$ cat config.mk
export PLATFORM = sky130hd
export DESIGN_NAME = ex_operand_stage
export DESIGN_NICKNAME = d
export VERILOG_FILES = /design/src/rtl/ex_stage_pkg.sv /design/src/rtl/ex_operand_stage_fwd_unit.sv /design/src/rtl/ex_operand_stage.sv
export SDC_FILE = /design/constraint.sdc
export NUM_CORES = 1
export LEC_CHECK = 0
export BUFFER_PORTS_ARGS = -buffer_cell sky130_fd_sc_hd__buf_2
export CAP_MARGIN = 10
export CORE_AREA = 2 2 156 158
export CTS_CLUSTER_SIZE = 40
export DETAILED_ROUTE_END_ITERATION = 12
export DIE_AREA = 0 0 158 160
export GPL_ROUTABILITY_DRIVEN = 0
export PLACE_DENSITY = 0.61
export SLEW_MARGIN = 5
export SYNTH_ARGS = -nofsm -noshare
export SYNTH_HDL_FRONTEND = slang
export SYNTH_SLANG_ARGS = --single-unit
export TNS_END_PERCENT = 10
$ cat constraint.sdc
create_clock -name clk -period 1.6 [get_ports clk]
set_input_delay 0.16 -clock clk [delete_from_list [all_inputs] [get_ports clk]]
set_output_delay 0.16 -clock clk [all_outputs]
set_load 0.005 [all_outputs]
$ cat src/rtl/ex_stage_pkg.sv
// rtl/ex_stage_pkg.sv - shared types and constants for the ID/EX operand stage
package ex_stage_pkg;

    localparam int XLEN_P    = 32;
    localparam int RADDR_W_P = 5;
    localparam int OPC_W_P   = 4;

    typedef enum logic [1:0] {
        A_RS1      = 2'd0,
        A_PC       = 2'd1,
        A_ZERO     = 2'd2,
        A_ZERO_ALT = 2'd3
    } a_sel_e;

    typedef enum logic [1:0] {
        B_RS2  = 2'd0,
        B_IMM  = 2'd1,
        B_FOUR = 2'd2,
        B_ZERO = 2'd3
    } b_sel_e;

    localparam logic [XLEN_P-1:0] CONST_FOUR = XLEN_P'(4);

    typedef struct packed {
        logic [XLEN_P-1:0]    src_a;
        logic [XLEN_P-1:0]    src_b;
        logic [OPC_W_P-1:0]   alu_opcode;
        logic [XLEN_P-1:0]    store_data;
        logic [XLEN_P-1:0]    pc;
        logic [XLEN_P-1:0]    imm;
        logic [RADDR_W_P-1:0] rd_addr;
        logic                 rd_we;
    } ex_bundle_t;

endpackage

$ cat src/rtl/ex_operand_stage_fwd_unit.sv
// rtl/ex_operand_stage_fwd_unit.sv - per-source operand resolution (FWD_EN selects bypass vs full interlock)
module fwd_unit #(
    parameter int XLEN    = 32,
    parameter int RADDR_W = 5
) (
    input  logic [RADDR_W-1:0] addr,
    input  logic [XLEN-1:0]    rf_data,
    input  logic [RADDR_W-1:0] mem_rd_addr,
    input  logic               mem_rd_we,
    input  logic               mem_is_load,
    input  logic [XLEN-1:0]    mem_result,
    input  logic [RADDR_W-1:0] wb_rd_addr,
    input  logic               wb_rd_we,
    input  logic [XLEN-1:0]    wb_result,
    output logic [XLEN-1:0]    value,
    output logic               load_hit
);

    logic addr_nz;
    logic mem_match;
    logic wb_match;

    assign addr_nz   = (addr != '0);
    assign mem_match = mem_rd_we && (mem_rd_addr == addr);
    assign wb_match  = wb_rd_we && (wb_rd_addr == addr);

`ifdef FWD_EN
    // Only a pending load cannot be bypassed; every other producer forwards.
    assign load_hit = addr_nz && mem_match && mem_is_load;

    always_comb begin
        value = rf_data;
        if (!addr_nz)
            value = '0;
        else if (mem_match && !mem_is_load)
            value = mem_result;
        else if (wb_match)
            value = wb_result;
    end
`else
    // Without bypass paths any in-flight writer of this register must drain first.
    logic unused_fwd;
    assign unused_fwd = ^{mem_is_load, mem_result, wb_result};
    assign load_hit   = addr_nz && (mem_match || wb_match);
    assign value      = addr_nz ? rf_data : '0;
`endif

endmodule

$ cat src/rtl/ex_operand_stage.sv
// rtl/ex_operand_stage.sv - ID/EX register with operand forwarding/interlock feeding the ALU
// Build option: FWD_EN enables MEM/WB bypass; otherwise a full interlock is used.
module ex_operand_stage
    import ex_stage_pkg::*;
#(
    parameter int XLEN    = XLEN_P,
    parameter int RADDR_W = RADDR_W_P,
    parameter int OPC_W   = OPC_W_P
) (
    input  logic               clk,
    input  logic               rst,
    input  logic               id_valid,
    output logic               id_ready,
    input  logic [RADDR_W-1:0] id_rs1_addr,
    input  logic [RADDR_W-1:0] id_rs2_addr,
    input  logic [XLEN-1:0]    id_rs1_data,
    input  logic [XLEN-1:0]    id_rs2_data,
    input  logic [XLEN-1:0]    id_pc,
    input  logic [XLEN-1:0]    id_imm,
    input  logic [1:0]         id_a_sel,
    input  logic [1:0]         id_b_sel,
    input  logic [OPC_W-1:0]   id_alu_opcode,
    input  logic [RADDR_W-1:0] id_rd_addr,
    input  logic               id_rd_we,
    input  logic [RADDR_W-1:0] mem_rd_addr,
    input  logic               mem_rd_we,
    input  logic               mem_is_load,
    input  logic [XLEN-1:0]    mem_result,
    input  logic [RADDR_W-1:0] wb_rd_addr,
    input  logic               wb_rd_we,
    input  logic [XLEN-1:0]    wb_result,
    input  logic               flush,
    output logic               ex_valid,
    input  logic               ex_ready,
    output logic [XLEN-1:0]    src_a,
    output logic [XLEN-1:0]    src_b,
    output logic [OPC_W-1:0]   alu_opcode,
    output logic [XLEN-1:0]    ex_store_data,
    output logic [XLEN-1:0]    ex_pc,
    output logic [XLEN-1:0]    ex_imm,
    output logic [RADDR_W-1:0] ex_rd_addr,
    output logic               ex_rd_we
);

    logic [XLEN-1:0] rs1_val;
    logic [XLEN-1:0] rs2_val;
    logic            rs1_hit;
    logic            rs2_hit;
    logic            hazard;
    logic            accept;
    logic            valid_q, valid_d;
    ex_bundle_t      ex_q, ex_d;

    fwd_unit #(.XLEN(XLEN), .RADDR_W(RADDR_W)) u_fwd_rs1 (
        .addr(id_rs1_addr), .rf_data(id_rs1_data),
        .mem_rd_addr(mem_rd_addr), .mem_rd_we(mem_rd_we), .mem_is_load(mem_is_load),
        .mem_result(mem_result), .wb_rd_addr(wb_rd_addr), .wb_rd_we(wb_rd_we),
        .wb_result(wb_result), .value(rs1_val), .load_hit(rs1_hit)
    );

    fwd_unit #(.XLEN(XLEN), .RADDR_W(RADDR_W)) u_fwd_rs2 (
        .addr(id_rs2_addr), .rf_data(id_rs2_data),
        .mem_rd_addr(mem_rd_addr), .mem_rd_we(mem_rd_we), .mem_is_load(mem_is_load),
        .mem_result(mem_result), .wb_rd_addr(wb_rd_addr), .wb_rd_we(wb_rd_we),
        .wb_result(wb_result), .value(rs2_val), .load_hit(rs2_hit)
    );

    // Stores carry rs2 with b_sel != 0, so any rs2 match is treated as a use.
    assign hazard   = (a_sel_e'(id_a_sel) == A_RS1 && rs1_hit) || rs2_hit;
    assign id_ready = !flush && !hazard && (!valid_q || ex_ready);
    assign accept   = id_valid && id_ready;

    always_comb begin
        ex_d    = ex_q;
        valid_d = valid_q;
        if (flush) begin
            valid_d = 1'b0;
        end else if (accept) begin
            valid_d = 1'b1;
            case (a_sel_e'(id_a_sel))
                A_RS1:   ex_d.src_a = rs1_val;
                A_PC:    ex_d.src_a = id_pc;
                default: ex_d.src_a = '0;
            endcase
            case (b_sel_e'(id_b_sel))
                B_RS2:   ex_d.src_b = rs2_val;
                B_IMM:   ex_d.src_b = id_imm;
                B_FOUR:  ex_d.src_b = CONST_FOUR;
                default: ex_d.src_b = '0;
            endcase
            ex_d.alu_opcode = id_alu_opcode;
            ex_d.store_data = rs2_val;
            ex_d.pc         = id_pc;
            ex_d.imm        = id_imm;
            ex_d.rd_addr    = id_rd_addr;
            ex_d.rd_we      = id_rd_we;
        end else if (ex_ready) begin
            valid_d = 1'b0;
        end
    end

    always_ff @(posedge clk) begin
        if (rst) begin
            valid_q <= 1'b0;
            ex_q    <= '0;
        end else begin
            valid_q <= valid_d;
            ex_q    <= ex_d;
        end
    end

    assign ex_valid      = valid_q;
    assign src_a         = ex_q.src_a;
    assign src_b         = ex_q.src_b;
    assign alu_opcode    = ex_q.alu_opcode;
    assign ex_store_data = ex_q.store_data;
    assign ex_pc         = ex_q.pc;
    assign ex_imm        = ex_q.imm;
    assign ex_rd_addr    = ex_q.rd_addr;
    assign ex_rd_we      = ex_q.rd_we;

endmodule

**Word-level counts from Yosys, hierarchy flattened**

Index checks and enable logic that the tools add are counted.

- Add/subtract/negate cells: 0
- Multipliers: 0
- Div/mod/pow operators: 0
- Magnitude comparators: 0
- Equal/unequal tests: 7
- Shifts and indexed selects: 0
- Muxes and demuxes: 6
- Bitwise operators: 1
- Reduce and logical (&&, ||, !) cells: 24

Operator list:

| cell | count |
|---|---|
| one-hot mux 32 bit (3 select lines) | 1 |
| two-way mux 32 bit | 2 |
| one-hot mux 32 bit (2 select lines) | 1 |
| equality test 5 bit | 4 |
| logical AND 1 bit | 10 |
| nonzero test 5 bit | 2 |
| equality test 2 x 1 -> 1 bit, second input constant | 2 |
| zero test 2 bit | 2 |
| logical OR 1 bit | 4 |
| zero test 1 bit | 3 |
| equality test 2 bit, second input constant | 1 |
| two-way mux 1 bit | 2 |
| AND reduction 2 bit | 1 |
| nonzero test 2 bit | 1 |
| OR reduction 2 bit | 1 |
| inverter 1 bit | 1 |

- Flip-flop bits (word level): 171
- Latch bits: 0
- Memory bits (writable): 0
- Bits in read-only memories: 0
- Input bits: 234
- Output and inout bits: 172
- Logic and storage cells: 47
- Memories: 0

**Logic depth before layout (Yosys ltp)**

Gate-level depths: netlist of run 1.

- Depth after elaboration: 11
- Depth in mapped cells: 8
- Depth with buffers taken out: 6

**Modules after synthesis**

A second synthesis of run 1 with hierarchy kept.

- Cells, all modules: 923
- Area, all modules: 8911.0 um2

Modules (own cells, without submodules):

| module | times used | cells each | area an instance (um2) | sequential area each (um2) |
|---|---|---|---|---|
| ex_operand_stage | 1 | 819 | 8190.4 | 3423.3 |
| fwd_unit | 2 | 52 | 360.3 | 0.0 |

**Least setup slack after synthesis of run 1**

No wires, ideal clock.

- Kind: reg2reg
- From: reg valid_q (netlist: ex_valid)
- To: reg ex_q, in the netlist src_a[10]
- Setup time: 86 ps
- Arrival: 1602 ps
- Data required time: 1514 ps
- Slack: -88 ps
- Stages on the path, launching flop included: 7
- Buffers on the path: 2
- Period minus slack after synthesis: 1688 ps
- Cell sequence: dfxtp_1 > nor2b_1 > nor3b_1 > clkbuf_1 > clkbuf_1 > a21oi_1 > a211oi_1

- Longest elaborated chain between the ends: 5

Ends and longest elaborated chain:

| element | line | source |
|---|---|---|
| start: declaration | ex_operand_stage.sv:51 | `logic valid_q, valid_d;` |
| start signal: assignment | ex_operand_stage.sv:107 | `valid_q <= valid_d;` |
| zero test 1 bit | ex_operand_stage.sv:70 | `assign id_ready = !flush && !hazard && (!valid_q \|\| ex_ready);` |
| logical OR 1 bit | ex_operand_stage.sv:70 |  |
| logical AND 1 bit | ex_operand_stage.sv:70 |  |
| logical AND 1 bit | ex_operand_stage.sv:71 | `assign accept = id_valid && id_ready;` |
| AND reduction 2 bit (no line) | n/a |  |
| end signal: assignment | ex_operand_stage.sv:105 | `ex_q <= '0;` |
| end signal: assignment | ex_operand_stage.sv:108 | `ex_q <= ex_d;` |
| end: declaration | ex_operand_stage.sv:52 | `ex_bundle_t ex_q, ex_d;` |

Every way passes these cells.
A chain may end at the register's enable or synchronous reset.

**Worst setup path after layout of run 1**

- From: in wb_rd_addr[4]
- To: out id_ready

- Longest elaborated chain between the ends: 9
- Elaborated cells between the ends (all ways): 13
- Classes of those cells: 2 x eq/ne; 11 x reduce/logical

Ends and longest elaborated chain:

| element | line | source |
|---|---|---|
| start: declaration | ex_operand_stage.sv:29 | `input logic [RADDR_W-1:0] wb_rd_addr,` |
| equality test 5 bit | ex_operand_stage_fwd_unit.sv:25 | `assign wb_match = wb_rd_we && (wb_rd_addr == addr);` |
| logical AND 1 bit | ex_operand_stage_fwd_unit.sv:25 |  |
| logical OR 1 bit | ex_operand_stage_fwd_unit.sv:44 | `assign load_hit = addr_nz && (mem_match \|\| wb_match);` |
| logical AND 1 bit | ex_operand_stage_fwd_unit.sv:44 |  |
| logical AND 1 bit | ex_operand_stage.sv:69 | `assign hazard = (a_sel_e'(id_a_sel) == A_RS1 && rs1_hit) \|\| rs2_hit;` |
| logical OR 1 bit (*) | ex_operand_stage.sv:69 |  |
| zero test 1 bit (*) | ex_operand_stage.sv:70 |  |
| logical AND 1 bit (*) (2 in a row) | ex_operand_stage.sv:70 |  |
| end: declaration | ex_operand_stage.sv:13 | `output logic id_ready,` |

Every way passes the cells marked *; elsewhere a longest branch is shown, timed or not.

==> results of run 1 <==
## worst max-delay path: cells and delay by family
family	cells	cell delay (ps)
AO/OA/AOI/OAI	2	390
buffers and inverters	4	460
AND/OR/NAND/NOR	2	350
XOR/XNOR	1	170
## cell type report
class	instances	area, um2	share of cell area, %
Multi-Input combinational cell	653	3930	33.60
Sequential cell	171	3425	29.28
Timing Repair Buffer	476	3314	28.34
Clock buffer	17	425.4	3.638
Tap cell	324	405.4	3.466
Clock inverter	15	187.7	1.605
Inverter	2	7.507	0.06419
## sequential cells by signal, indices dropped and copies added (netlist names)
name	flops
alu_opcode	4
ex_pc	32
src_b	32
ex_rd_we	1
ex_imm	32
ex_valid	1
ex_store_data	32
ex_rd_addr	5
src_a	32
## cells in the final DEF (no fill, tap or decap), types with 4 or more instances in the layout
master and count:
nand2_1 64, xor2_2 5, o21ai_0 151, dlygate4sd3_1 86, inv_8 5, inv_6 5, o21ai_1 18, a22oi_1 32
buf_12 20, o31ai_1 27, o31ai_2 5, a211oi_1 21, a21oi_2 7, clkbuf_16 20, buf_4 22, nand3_1 75
nand2b_1 34, a211oi_2 12, buf_6 9, dfxtp_1 170, nand4_1 31, xor2_1 11, xnor2_1 4, buf_2 333
nor2b_1 32, a21oi_1 99
## where the power goes
| group | internal [W] | switching (W) | total (W) |
|---|---|---|---|
| Clock | 0.00227 | 0.00209 | 0.00436 |
| Sequential | 0.00447 | 0.000109 | 0.00458 |
| Combinational | 0.000892 | 0.00101 | 0.00191 |
| Total | 0.00764 | 0.00321 | 0.0108 |
## kinds of logic after synthesis
kind of cell | count (synthesis)
compound gates | 378
simple gates | 255
buf+inv | 106
xor+xnor | 20
flops | 171
## worst paths after layout
path | end | cells after the start | startpoint | slack [ps]
worst max-delay path | id_ready | 9 | wb_rd_addr[4] | -90
worst max register to register | ex_store_data[23] | 7 | ex_valid | 40
worst min register to register | src_b[20] | 2 | src_b[20] | 470
worst min-delay path | ex_store_data[22] | 3 | id_rs2_data[22] | 10
## per-stage QoR
stage	setup slack, ps	total power (W)	setup TNS, ps	hold slack, ps
4_1_cts	-98.01	0.01083	-163.5	0.2340
3_3_place_gp	-357.0	0.006257	-53110	399.9
2_1_floorplan	-5.127	0.005423	-100.8	238.5
5_1_grt	-152.0	0.01132	-410.1	13.13
6_report	-92.35	0.01085	-92.35	10.90
3_5_place_dp	-367.8	0.006265	-50480	400.7
## timing repair
item	CTS	global route
endpoints found under the hold margin	86	0
setup endpoints to repair	2	164
hold buffers	86	0
pin swaps	8	10
buffers inserted	3	2
resized for setup	13	55
cloned	0	4
## metal layers
layer / vias up / GRT usage, %
met2: 388 / 38.56
met5: - / 0
met4: 0 / 5.487
li1: 4143 / -
met3: 38 / 5.970
met1: 4155 / 28.07
==> impl_results.md, run 1 <==
- Initial Util: 31.65%
- Top sig layer: met4
- Aggregate routed wire length: 30890 um
- Crit Path Category: input port to primary output
- Mux cell area share after synthesis: 0%
- Synthesis Warnings: 0
- Tmin final: 1692 ps
- Area growth, synth to finish: 55.11%
- XOR/XNOR share of the synthesized area: 2.323%
- CP max FO: 6
- Max Cap Viol: 0
- Port buffer count: 340
- Fmax: 590.9 MHz
- Top cell type by total area after synthesis: dfxtp_1
- Die width: 158 um
- Count of pins over their slew limit: 0
- # IOs: 406
- Post-synth cell types: 34
- Core Area: 23820 um2
- Number of enable flip-flop cells after synthesis: 0
- Status: complete, but fails checks
- Post-Layout Cell Count: 1658
- Worst slew pin tran: 591.8 ps
- Die ar.: 25280 um2
- Max Buffers Root-to-Sink: 2
- Cell Area, Placed: 9796 um2
- Critical path launch point type: input port
- Clk slew on worst S/H paths: 80 ps
- Worst Skew: 11.15 ps
- First drt pass iteration count: 5
- Post-Synth Simple-Gate Area: 17.61%
- Failing checks: setup timing
- CTS HTree Levels: 4
- Worst setup EP type: primary output
- Worst path required time: 1440 ps
- Global Route Usage Sum: 22.52%
- Mapped Nets: 1164
- Fin util: 49.10%
- Endpoints failing setup: 1
- Main combinational cell family by area after synthesis: compound AO/OA/AOI/OAI gates
- Tcrit/Tclk final: 105.8%
- Synth Register Bits: 171
- CTS tree: done
- Initial antenna violation count: 0
- DR WL met3: 2322 um
- VDD IR max: 0.6564 mV
- HP Class: input port to register
- # DRC: 0
- Slew HR: 60.55%
- Synth Area in Adders: 0%
- Top post-synthesis cells by count: dfxtp_1, o21ai_0, a21oi_1
- Clock root buffer: clkbuf_16
- Layout cells sized above 1: 35.23%
- Metal2 WL: 15150 um
- Compound-gate portion of the synthesized area: 28.83%
- Final worst slack: -92.35 ps
- Worst-skew pair later-pin latency: 420 ps
- Fraction of synthesis flops using an asynchronous set or reset pin: 0%
- Sequential area share after synthesis: 45.40%
- First-pass GRT wire length: 45260 um
- Pwr dens: 927.4 nW/um2
- Largest net degree at the start of global routing: 87
- Area contributors post-synth: dfxtp_1, o21ai_0, a21oi_1
- Dominant synthesized flop cell: dfxtp_1
- Ant. Diodes: 0
- DP HPWL: 19640 um
- Nets: 1555
- Routed via count: 8724
- LEAKAGE: 5.023 nW
- Slowest-stage cell, CP: nor4_2
- CTS buffer count: 17
- Count leader, synth: dfxtp_1
- Unrepaired setup endpoints after global routing: yes
- Fin. Hold Viols: 0
- Core Rows: 57
- Total congestion overflow: 0
- Synth top area share: 45.40%
- Placed insts: 1531
- Via/cell ratio: 5.262
- Met1 Routed Length: 12950 um
- CTS Sinks: 171
- Critical Path, Cell by Cell: buf_8 > xor2_2 > nor4_2 > a32oi_2 > o22ai_4 > buf_12 > buf_8 > nor3_4 > buf_2
- Post-layout instance area: 11700 um2
- Final ANT Viol Nets: 0
- Number of global-route vias before repair: 8430
- Worst Path Arrival: 1530 ps
- DR WL/cell: 18.63 um
- Largest stage delay, worst path: 320 ps
- DIE HEIGHT: 160 um
- Synthesized area per cell: 8.107 um2
- Iter 0 DRT Violations: 735
- Fill cells: 2311
- Most common cell on crit path: buf_8
- Cell Area, Synth: 7540 um2
- Mapped Cells: 930
Power figures use the tool's default switching activity.
==> run 2, diff against run 1 <==
--- a/config.mk
+++ b/config.mk
@@ -9,8 +9,10 @@
 export CAP_MARGIN = 10
-export CORE_AREA = 2 2 156 158
+export CELL_PAD_IN_SITES_DETAIL_PLACEMENT = 1
+export CELL_PAD_IN_SITES_GLOBAL_PLACEMENT = 2
+export CORE_UTILIZATION = 22
+export CTS_BUF_LIST = sky130_fd_sc_hd__clkbuf_4 sky130_fd_sc_hd__clkbuf_8
 export CTS_CLUSTER_SIZE = 40
 export DETAILED_ROUTE_END_ITERATION = 12
-export DIE_AREA = 0 0 158 160
 export GPL_ROUTABILITY_DRIVEN = 0
-export PLACE_DENSITY = 0.61
+export PLACE_DENSITY = 0.76
 export SLEW_MARGIN = 5
--- a/constraint.sdc
+++ b/constraint.sdc
@@ -3,2 +3,2 @@
 set_output_delay 0.16 -clock clk [all_outputs]
-set_load 0.005 [all_outputs]
+set_load 0.01 [all_outputs]
==> impl_results.md, run 2 (synthesis gave the netlist of run 1 again) <==
- Worst R2R Path Depth: 6 (-1)
- Core Area: 33620 um2 (+41%)
- Clk slew on worst S/H paths: 100 ps (+20 ps)
- Unrepaired setup endpoints after global routing: yes
- # DRC: 0 (unchanged)
- Count of pins over their slew limit: 0 (unchanged)
- Most common cell after layout, fill and taps aside: buf_2
- Number of global-route vias before repair: 9409 (+12%)
- Largest net degree at the start of global routing: 65 (-25%)
- Slew HR: 67.74% (+7.2 points)
- Setup crit start: id_rs2_addr[2]
- Final worst slack: -39.23 ps (+53.12 ps)
- CP Capture Point: id_ready
- CP max FO: 3 (-3)
- DR WL/cell: 20.16 um (+8.2%)
- DIE HEIGHT: 187.1 um (+17%)
- CTS tree: done
- # IOs: 406 (unchanged)
- Worst path required time: 1440 ps (about the same)
- Tmin final: 1639 ps (-53.12 ps)
- Metal2 WL: 17810 um (+18%)
- Die width: 187.1 um (+18%)
- Failing checks: setup timing
- Worst slew pin tran: 483.8 ps (-108.0 ps)
- Worst reg2reg endpoint: ex_store_data[19]
- Tcrit/Tclk final: 102.5% (-3.3 points)
- Area growth, synth to finish: 60.17%
- Port buffer count: 340 (unchanged)
- CTS HTree Levels: 4 (unchanged)
- Layout cells sized above 1: 35.15% (-0.085 points)
- DP HPWL: 22710 um (+16%)
- Critical Path, Cell by Cell: buf_4 > xor2_2 > nor4_2 > a32oi_2 > o22ai_4 > buf_12 > nor3_4 > buf_2
- Worst-skew pair later-pin latency: 490 ps (+70 ps)
- Top sig layer: met5
- Aggregate routed wire length: 36480 um (+18%)
- Initial Util: 22.43% (-9.2 points)
- Iter 0 DRT Violations: 319 (-57%)
- CTS buffer count: 17 (unchanged)
- Nets: 1582 (+1.7%)
- DR WL met3: 2246 um (-3.3%)
- Initial antenna violation count: 4 (+4)
- Max Buffers Root-to-Sink: 2 (unchanged)
- Core Rows: 67 (+18%)
- Endpoints failing setup: 4 (+3)
- FF-to-FF setup slack: 70 ps (+30 ps)
- Fmax: 610.0 MHz (+3.2%)
- Worst setup EP type: primary output
- Most frequent cells in the layout: buf_2, dfxtp_1, o21ai_0
- First-pass GRT wire length: 54030 um (+19%)
- Routed via count: 8918 (+2.2%)
- Via/cell ratio: 4.927 (-6.4%)
- Slowest-stage cell, CP: nor4_2
- Pwr dens: 830.9 nW/um2 (-10%)
- First drt pass iteration count: 4 (-1)
- LEAKAGE: 5.116 nW (+1.8%)
- Clock root buffer: clkbuf_8
- Critical path launch point type: input port
- Worst Path Arrival: 1480 ps (-50 ps)
- Fin. Hold Viols: 0 (unchanged)
- Final ANT Viol Nets: 0 (unchanged)
- Fill cells: 3997 (+73%)
- Met1 Routed Length: 15180 um (+17%)
- Crit Path Category: input port to primary output
- Global Route Usage Sum: 19.54% (-3.0 points)
- Critical R2R Launch: ex_valid
- Total congestion overflow: 0 (unchanged)
- CTS Sinks: 171 (unchanged)
- VDD IR max: 0.5032 mV (-23%)
- Max Cap Viol: 0 (unchanged)
- Status: complete, but fails checks
- Worst hold slack: 51.36 ps (+40.47 ps)
- Die ar.: 35020 um2 (+39%)
- HP Class: input port to register
- Pre-CTS WS: -404.3 ps (-36.52 ps)
- Largest stage delay, worst path: 350 ps (+30 ps)
- Worst Skew: 13.54 ps (+2.395 ps)
[run 2: cell types whose count changed in the layout (fill, tap and decap cells not counted), sizes merged]
cell,previous run,this run
clkinvlp,0,3
bufinv,1,2
buf,387,390
diode,0,2
inv,12,2
dlygate4sd3,86,107
clkbuf,20,28
[run 2: worst max-delay path, delay by kind of cell]
kind / cells / cell delay, ps
buffers and inverters: 3 / 410
AOI/OAI and AO/OA: 2 / 390
xor gates and xnor gates: 1 / 140
and+or+nand+nor: 2 / 380
[run 2: final cells by class]
class,instances,area [um2],area share (%)
antenna,2,5.005,0.04144
clock buffer,22,296.5,2.455
clock inverter,9,113.9,0.9428
multi-input combinational,653,3991,33.05
sequential,171,3425,28.36
tap,448,560.5,4.642
inverter,2,7.507,0.06216
timing repair buffer,503,3677,30.45
[run 2: power by group]
group	switching, W	internal (W)
registers	0.000106	0.00447
clock network	0.00172	0.00157
logic	0.00119	0.000972
[run 2: worst min-delay path by stage]
stage | startpoint | slack [ps] | cells past startpoint | endpoint
after global routing | id_b_sel[1] | 30 | 4 | src_b[6]
final | id_b_sel[1] | 50 | 4 | src_b[6]
after global placement | flush | 380 | 2 | ex_valid
after floorplan | flush | 240 | 1 | ex_valid
after CTS | id_b_sel[1] | 2 | 4 | src_b[6]
after detailed placement | flush | 390 | 2 | ex_valid
[run 2: routing by layer]
| layer | track usage [%] | up-vias |
|---|---|---|
| li1 | - | 4191 |
| met2 | 32.94 | 311 |
| met4 | 8.197 | 4 |
| met5 | 0 | - |
| met3 | 5.310 | 65 |
| met1 | 23.29 | 4347 |
[run 2: stage by stage]
step | area, um2 | utilization (%) | TNS [ps] | instances | power, W
after floorplan | 7551 | - | -446.6 | 930 | 0.005505
after global placement | 9966 | 29.65 | -61290 | 1653 | 0.006398
after detailed placement | 9966 | 29.65 | -53220 | 1653 | 0.006422
after CTS | 11550 | 34.35 | -16.74 | 1794 | 0.009987
after global routing | 12080 | 35.93 | -1252 | 1810 | 0.01053
final | 12080 | 35.93 | -98.81 | 1810 | 0.01003
[run 2: timing repair]
| action | in CTS | in global routing |
|---|---|---|
| pin swaps | 6 | 15 |
| cloned | 0 | 8 |
| hold buffers | 107 | 0 |
| buffers inserted | 3 | 7 |
| endpoints found under the hold margin | 106 | 0 |
| endpoints found under the setup margin | 1 | 157 |
| resized for setup | 14 | 56 |
